==> config.mk <==
export PLATFORM = sky130hd
export DESIGN_NAME = fwd_hazard_ctrl
export DESIGN_NICKNAME = d
export VERILOG_FILES = /design/src/rtl/fwd_hazard_ctrl.sv
export SDC_FILE = /design/constraint.sdc
export NUM_CORES = 1
export LEC_CHECK = 0
export ABC_AREA = 1
export CORE_ASPECT_RATIO = 2
export CORE_UTILIZATION = 50
export DETAILED_ROUTE_END_ITERATION = 12
export DONT_BUFFER_PORTS = 1
export PLACE_DENSITY = 0.7
export SKIP_CTS_REPAIR_TIMING = 1
export SLEW_MARGIN = 20
export SYNTH_ARGS = -nofsm -noshare
export SYNTH_HDL_FRONTEND = slang
export SYNTH_SLANG_ARGS = --single-unit
==> constraint.sdc <==
create_clock -name clk -period 1.43 [get_ports clk]
set_input_delay 0.143 -clock clk [delete_from_list [all_inputs] [get_ports clk]]
set_output_delay 0.143 -clock clk [all_outputs]
set_load 0.01 [all_outputs]
==> src/rtl/fwd_hazard_ctrl.sv <==
// -----------------------------------------------------------------------------
// fwd_hazard_ctrl
//
// Forwarding and hazard controller for a 5-stage RV32IMC pipeline. It sits
// beside the ID/EX pipeline register and shadows the destination-register
// information of the instructions currently in EX, MEM and WB. From that it
// derives, while an instruction is still in ID, the operand-select codes that
// the EX-stage 4:1 operand muxes will use one cycle later. It also raises the
// load-use and mul/div-busy stalls and turns flushed or stalled slots into
// bubbles.
//
// Parameters:
//   REG_AW       register-address width
//
// Ports:
//   clk          pipeline clock, all state updates on the rising edge
//   rst          asynchronous, active-high reset
//   id_valid     ID slot holds a real instruction
//   id_rs1/2     source registers of the ID instruction
//   id_rd        destination register of the ID instruction
//   id_regwrite  ID instruction writes rd
//   id_memread   ID instruction is a load
//   id_link      ID instruction is JAL/JALR (result is PC+4)
//   flush        taken branch/jump resolved in EX, kill the ID instruction
//   md_start     mul/div unit starts a multi-cycle op this cycle
//   md_done      mul/div result ready (pulse)
//   fwd_a_sel    EX operand A select (00 RF, 01 EX/MEM ALU, 10 MEM/WB, 11 link)
//   fwd_b_sel    EX operand B select, same encoding
//   stall        combinational, hold PC and IF/ID
//   bubble_ex    registered, EX slot holds a bubble this cycle
// -----------------------------------------------------------------------------
module fwd_hazard_ctrl #(
    parameter int REG_AW = 5
) (
    input  logic              clk,
    input  logic              rst,
    input  logic              id_valid,
    input  logic [REG_AW-1:0] id_rs1,
    input  logic [REG_AW-1:0] id_rs2,
    input  logic [REG_AW-1:0] id_rd,
    input  logic              id_regwrite,
    input  logic              id_memread,
    input  logic              id_link,
    input  logic              flush,
    input  logic              md_start,
    input  logic              md_done,
    output logic [1:0]        fwd_a_sel,
    output logic [1:0]        fwd_b_sel,
    output logic              stall,
    output logic              bubble_ex
);

    localparam logic [1:0] SEL_RF   = 2'b00;
    localparam logic [1:0] SEL_ALU  = 2'b01;
    localparam logic [1:0] SEL_WB   = 2'b10;
    localparam logic [1:0] SEL_LINK = 2'b11;

    typedef struct packed {
        logic              valid;
        logic [REG_AW-1:0] rd;
        logic              regwrite;
        logic              memread;
        logic              link;
    } entry_t;

    // Tracking entries for the instructions in EX (e), MEM (m) and WB (w).
    entry_t e_q, e_d;
    entry_t m_q, m_d;
    entry_t w_q, w_d;

    logic       md_busy_q, md_busy_d;
    logic [1:0] fwd_a_sel_q, fwd_a_sel_d;
    logic [1:0] fwd_b_sel_q, fwd_b_sel_d;
    logic       bubble_ex_q, bubble_ex_d;

    logic [1:0] sel_a_calc;
    logic [1:0] sel_b_calc;
    logic       load_use;
    logic       stall_int;
    logic       e_valid_new;

    // An entry produces register r only if it is live, writes back, and r is
    // not x0 (x0 producers must never forward or stall).
    function automatic logic entry_writes(input entry_t ent,
                                          input logic [REG_AW-1:0] r);
        return ent.valid && ent.regwrite && (ent.rd == r) && (r != '0);
    endfunction

    // -------------------------------------------------------------------------
    // Per-source select and load-use detection.
    // -------------------------------------------------------------------------
    genvar gi;
    generate
        for (gi = 0; gi < 2; gi++) begin : g_src
            logic [REG_AW-1:0] rs;
            logic [1:0]        sel;
            logic              load_hit;

            assign rs = (gi == 0) ? id_rs1 : id_rs2;

            always_comb begin
                sel      = SEL_RF;
                load_hit = 1'b0;
                // The E entry is one stage younger than M, so it is checked
                // first: the youngest producer of rs supplies the value.
                if (entry_writes(e_q, rs)) begin
                    if (e_q.memread) begin
                        // Load data is not available yet: stall instead.
                        load_hit = 1'b1;
                    end else if (e_q.link) begin
                        sel = SEL_LINK;
                    end else begin
                        sel = SEL_ALU;
                    end
                end else if (entry_writes(m_q, rs)) begin
                    sel = SEL_WB;
                end
                // A W-stage producer is covered by register-file write-through.
            end
        end
    endgenerate

    assign sel_a_calc = g_src[0].sel;
    assign sel_b_calc = g_src[1].sel;
    assign load_use   = id_valid && (g_src[0].load_hit || g_src[1].load_hit);

    // md_start stalls combinationally in its own cycle, before md_busy is set.
    assign stall_int   = load_use || md_busy_q || md_start;
    // flush wins over stall; either one turns the next EX slot into a bubble.
    assign e_valid_new = id_valid && !stall_int && !flush;

    // -------------------------------------------------------------------------
    // Next-state logic.
    // -------------------------------------------------------------------------
    always_comb begin
        // md_done in the same cycle as md_start means a single-cycle op.
        md_busy_d   = (md_busy_q || md_start) && !md_done;

        e_d         = e_q;
        m_d         = m_q;
        w_d         = w_q;
        fwd_a_sel_d = fwd_a_sel_q;
        fwd_b_sel_d = fwd_b_sel_q;
        bubble_ex_d = bubble_ex_q;

        // While the mul/div unit is busy, EX is frozen and everything holds;
        // a flush can not arrive then because no branch resolves in EX.
        if (!md_busy_q) begin
            w_d          = m_q;
            m_d          = e_q;
            e_d.valid    = e_valid_new;
            e_d.rd       = id_rd;
            e_d.regwrite = id_regwrite;
            e_d.memread  = id_memread;
            e_d.link     = id_link;
            fwd_a_sel_d  = e_valid_new ? sel_a_calc : SEL_RF;
            fwd_b_sel_d  = e_valid_new ? sel_b_calc : SEL_RF;
            bubble_ex_d  = !e_valid_new;
        end
    end

    // -------------------------------------------------------------------------
    // State registers.
    // -------------------------------------------------------------------------
    always_ff @(posedge clk or posedge rst) begin
        if (rst) begin
            e_q         <= '0;
            m_q         <= '0;
            w_q         <= '0;
            md_busy_q   <= 1'b0;
            fwd_a_sel_q <= SEL_RF;
            fwd_b_sel_q <= SEL_RF;
            bubble_ex_q <= 1'b1;
        end else begin
            e_q         <= e_d;
            m_q         <= m_d;
            w_q         <= w_d;
            md_busy_q   <= md_busy_d;
            fwd_a_sel_q <= fwd_a_sel_d;
            fwd_b_sel_q <= fwd_b_sel_d;
            bubble_ex_q <= bubble_ex_d;
        end
    end

    assign fwd_a_sel = fwd_a_sel_q;
    assign fwd_b_sel = fwd_b_sel_q;
    assign bubble_ex = bubble_ex_q;
    assign stall     = stall_int;

endmodule

# [After elaboration in Yosys (flattened, before gate mapping)]
# Cells that the tools add are included.
[word_totals] register_bits=22 inputBits=24 output_inout_bits=6 word_cells=51
[op_classes] eq_ne=4 mux=11 n_reduce_logical=24
[op_table] cell="$eq A5 B5 Y1" count=4
[op_table] cell="$mux W2" count=8
[op_table] cell="$logic_and A1 B1 Y1" count=14
[op_table] cell="$reduce_bool A5 Y1" count=2
[op_table] cell="$logic_not A1 Y1" count=4
[op_table] cell="$logic_or A1 B1 Y1" count=4
[op_table] cell="$mux W1" count=3

# [Logic depth before layout (Yosys ltp)]
[depth] ltp_word=12 mapped_depth=12 depth_no_buf=12

# [Worst setup path after synthesis]
# No wires, ideal clock.
[synth_path] path_type="reg-to-reg" from="register e_q[7] in the netlist's numbering" to="register e_q[8] in the netlist's numbering" setup_time_ns=0.125 t_arrival_ns=1.041 required_ns=1.305 setup_slack_ns=0.263 stages_incl_launch_ff=11 synth_period_minus_slack_ns=1.167 path_cell_list="dfrtp_1 inv_1 nand2_1 nand2_1 nand2_1 nor2_2 nand2_2 nand2_2 nand2_4 nand3_4 o21ai_1"
[synth_via] elab_chain_len=11 word_cells_on_any_way=15
[synth_lines] element="from (decl)" line_no="67" text="entry_t e_q, e_d;"
[synth_lines] element="from (signal assigned)" line_no="167" text="e_q <= '0;"
[synth_lines] element="from (signal assigned)" line_no="175" text="e_q <= e_d;"
[synth_lines] element="$eq A5 B5 Y1" line_no="86" text="return ent.valid && ent.regwrite && (ent.rd == r) && (r != '0);"
[synth_lines] element="$logic_and A1 B1 Y1 (2 in a row)" line_no="86"
[synth_lines] element="$mux W1" line_no="106" text="if (entry_writes(e_q, rs)) begin"
[synth_lines] element="$logic_or A1 B1 Y1 (*)" line_no="125" text="assign load_use = id_valid && (g_src[0].load_hit || g_src[1].load_hit);"
[synth_lines] element="$logic_and A1 B1 Y1 (*)" line_no="125"
[synth_lines] element="$logic_or A1 B1 Y1 (*) (2 in a row)" line_no="128" text="assign stall_int = load_use || md_busy_q || md_start;"
[synth_lines] element="$logic_not A1 Y1 (*)" line_no="130" text="assign e_valid_new = id_valid && !stall_int && !flush;"
[synth_lines] element="$logic_and A1 B1 Y1 (*) (2 in a row)" line_no="130"
# Mark *: on every way between the ends. The rest lies on a longest branch, timed or not.
# A chain may end at the register's enable or synchronous reset.

# [Worst setup path after layout]
[layout_path] from="register e_q[3] in the netlist's numbering" to="output port stall"
[layout_via] elab_chain_len=8 word_cells_on_any_way=12
[layout_lines] element="$eq A5 B5 Y1" line_no="86"
[layout_lines] element="$logic_and A1 B1 Y1 (2 in a row)" line_no="86"
[layout_lines] element="$mux W1" line_no="106"
[layout_lines] element="$logic_or A1 B1 Y1 (*)" line_no="125"
[layout_lines] element="$logic_and A1 B1 Y1 (*)" line_no="125"
[layout_lines] element="$logic_or A1 B1 Y1 (*) (2 in a row)" line_no="128"
[layout_lines] element="to (decl)" line_no="49" text="output logic stall,"
# Marks and branches as above.

==> out/metrics.yaml <==
clock_tree:
  clkSlewWorstSetupHoldPaths_ns: 0.07
  cts_tree: "done"
  cts_root_buffer: "clkbuf_8"
  cts_buffers: 3
  cts.htree.levels: 1
  cts_sinks: 22
  clk_latency_ns: 0.26
  clock_tree.buffer_depth: 2
synth:
  yosys-top-cells-count: "nand2_1, inv_1, dfrtp_1, o21ai_0, nor2_1"
  synth.area.top_cells: "dfrtp_1, nand2_1, inv_1"
  syn-instance-count: 183
  syn_area_per_cell_um2: 7.15
  synth_ff_type: "dfrtp_1"
  synth_edf_count: 0
  synth_cell_type_count: 25
  yosysTopAreaCell: "dfrtp_1"
  synth_fp_nets: 207
  async_reset_ff_share_pct: 100
  yosys_warnings: 0
  yosys.cell_count.top_type: "nand2_1"
  netlist_area_um2: 1310
  synth_top_area_share_pct: 40.2
  ys_ff_latch: 22
  yosysSeqAreaShare_pct: 42.2
setup_path:
  critical-path-max-stage-delay_ns: 0.38
  critPathKind: "flop to primary output"
  required_ns: 1.29
  worst_setup_path_end_kind: "primary output"
  cp_top_family: "simple AND/OR/NAND/NOR gates"
  crit_cells: 8
  reg2reg_depth: 10
  crit_start: "e_q[3]$_DFFE_PP0N_"
  critPathSlowestCell: "dfrtp_1"
  r2r_start: "e_q[3]$_DFFE_PP0N_"
  cp.arrival_ns: 1.40
  start_kind: "flop"
  worstPathCellList: "inv_1 -> nand2_1 -> o21ai_1 -> nor2_2 -> nand3_2 -> nand2_2 -> nand2_4 -> nand2_4"
  worstPathMaxFanout: 4
  r2r_setup_slack_ns: -0.07
  setup.worst_path.end: "stall"
  crit_top_cell: "nand2_4"
  critPathBufInv: 1
  timing.rr.end: "fwd_b_sel[1]$_DFFE_PP0N_"
placed_design:
  io_buffer_count: 0
  globalplace.congestion: 0.789
  dp.cells: 209
  dp_hpwl_um: 2270
  place_ws_ns: 0.0572
floorplan:
  num_rows: 25
  die_w_um: 38.2
  core-area_um2: 2410
  die_h_um: 74.4
  pin_count: 30
  die_area_um2: 2840
  start_util_pct: 54.3
final_layout:
  drive_above_1_share_pct: 23.5
  instances_no_fill: 223
  nNetsFinal: 221
  area_growth_pct: 14.8
  num_antenna_cells: 0
routing:
  wl_met2_um: 1640
  wl_per_cell_um: 13.4
  drc: 0
  wl_um: 2990
  m1WireLength_um: 1100
  dr.max_layer_used: "met4"
  vias: 1165
  via_per_inst: 5.22
  dr.pass1.iters: 4
  drtIter0Drc: 33
  wl_met3_um: 136
  drtAntennaViolNets: 0
run:
  max_cap_violations: 0
timing:
  final.setup.worst_slack_ns: -0.113
  slew_violations: 0
  setup_violations: 6
  fin_tns_setup_ns: -0.421
  slew_headroom_pct: 66.6
  rsz0062_at_grt: "yes"
  finalHoldViolations: 1
  tightest_slew_ns: 0.501
  fmax_ghz: 0.648
  finalCritPeriodShare_pct: 108
  period_minus_slack_ns: 1.54
  hold_ws_ns: -0.00428
  finalClockSkew_ns: 0.00402
power_and_ir_drop:
  p_per_area_nw_per_um2: 916
  design_power_total_w: 0.00138
  p_leak_nw: 0.801
  peakVddDrop_mv: 0.817
global_route:
  grt_pass1_wl_um: 4510
  first_global_vias: 1102
  antenna_found_initial: 0
  grt_max_degree: 23
  grt_usage_pct: 23.0
  overflow: 0
outcome:
  violations: "negative hold slack, negative setup slack"
  status: "finished, violations left"
min_path:
  hold_path_class: "primary input to flop"
  min_from: "id_memread"
## logic make-up (layout without fill, tap and decap cells)
family	Yosys count	count (layout)	share of synthesized area [%]
AND/OR/NAND/NOR	99	99	33.7
buffers and inverters	32	45	9.27
AO/OA/AOI/OAI	25	25	11.6
flip-flops	22	22	42.2
XOR/XNOR	5	5	3.35
## stage by stage
| stage | utilization (%) | area (µm²) |
|---|---|---|
| finish | 62.4 | 1500 |
| floorplan | - | 1310 |
| CTS | 57.7 | 1390 |
| detailed placement | 55.8 | 1350 |
| global route | 62.4 | 1500 |
| global placement | 55.8 | 1350 |
## placed cells by master, fill, tap and decap left out, types with 2 or more instances in the layout
| master | Yosys | routed |
|---|---|---|
| nand3_1 | 4 | 4 |
| o21ai_0 | 15 | 15 |
| o21ai_2 | 1 | 2 |
| nand2_2 | 3 | 6 |
| dfrtp_1 | 21 | 21 |
| inv_1 | 24 | 19 |
| xnor2_1 | 4 | 4 |
| nor2_1 | 10 | 10 |
| clkbuf_8 | 0 | 3 |
| nor2_2 | 6 | 6 |
| inv_2 | 5 | 10 |
| nand3_2 | 2 | 2 |
| buf_4 | 0 | 8 |
| nor3_1 | 2 | 2 |
| nand2_4 | 1 | 2 |
| dlygate4sd3_1 | 0 | 3 |
| nand2_1 | 68 | 64 |
| a21oi_1 | 3 | 3 |
| o21bai_2 | 3 | 2 |
## where the power goes
part | internal, W | total (W) | switching (W)
clock network | 0.000199 | 0.000386 | 0.000188
logic | 0.000106 | 0.000264 | 0.000157
registers | 0.000676 | 0.000726 | 0.0000504
total | 0.000981 | 0.00138 | 0.000396
## layer usage
layer / GRT usage (%) / up-vias
met4: 12.3 / 0
met1: 23.0 / 528
met2: 42.4 / 38
met5: 0 / -
li1: - / 589
met3: 3.58 / 10
## state kept, by name, summed over array words and instances, names as in the netlist
register   flops
e_q            9
m_q            7
fwd_a_sel      2
fwd_b_sel      2
bubble_ex      1
md_busy_q      1
## area by class of cell
class                      instances  area (µm²)
sequential                        22         552
clock buffer                       4        45.0
tap                               27        33.8
multi-input combinational        129         662
fill                             227         906
inverter                          29         109
timing repair buffer              12         101
## how the worst min path moves through the flow
stage,end,slack [ns],cells after the start
6_report,e_q[1]$_DFFE_PP0N_,-0.004,2
5_1_grt,e_q[7]$_DFFE_PP0N_,0.001,2
4_1_cts,m_q[8]$_DFFE_PP0N_,-0.20,2
3_5_place_dp,m_q[8]$_DFFE_PP0N_,0.09,2
3_3_place_gp,e_q[2]$_DFFE_PP0N_,0.08,2
2_1_floorplan,e_q[0]$_DFFE_PP0N_,0.13,1
(Power assumes the default switching activity.)
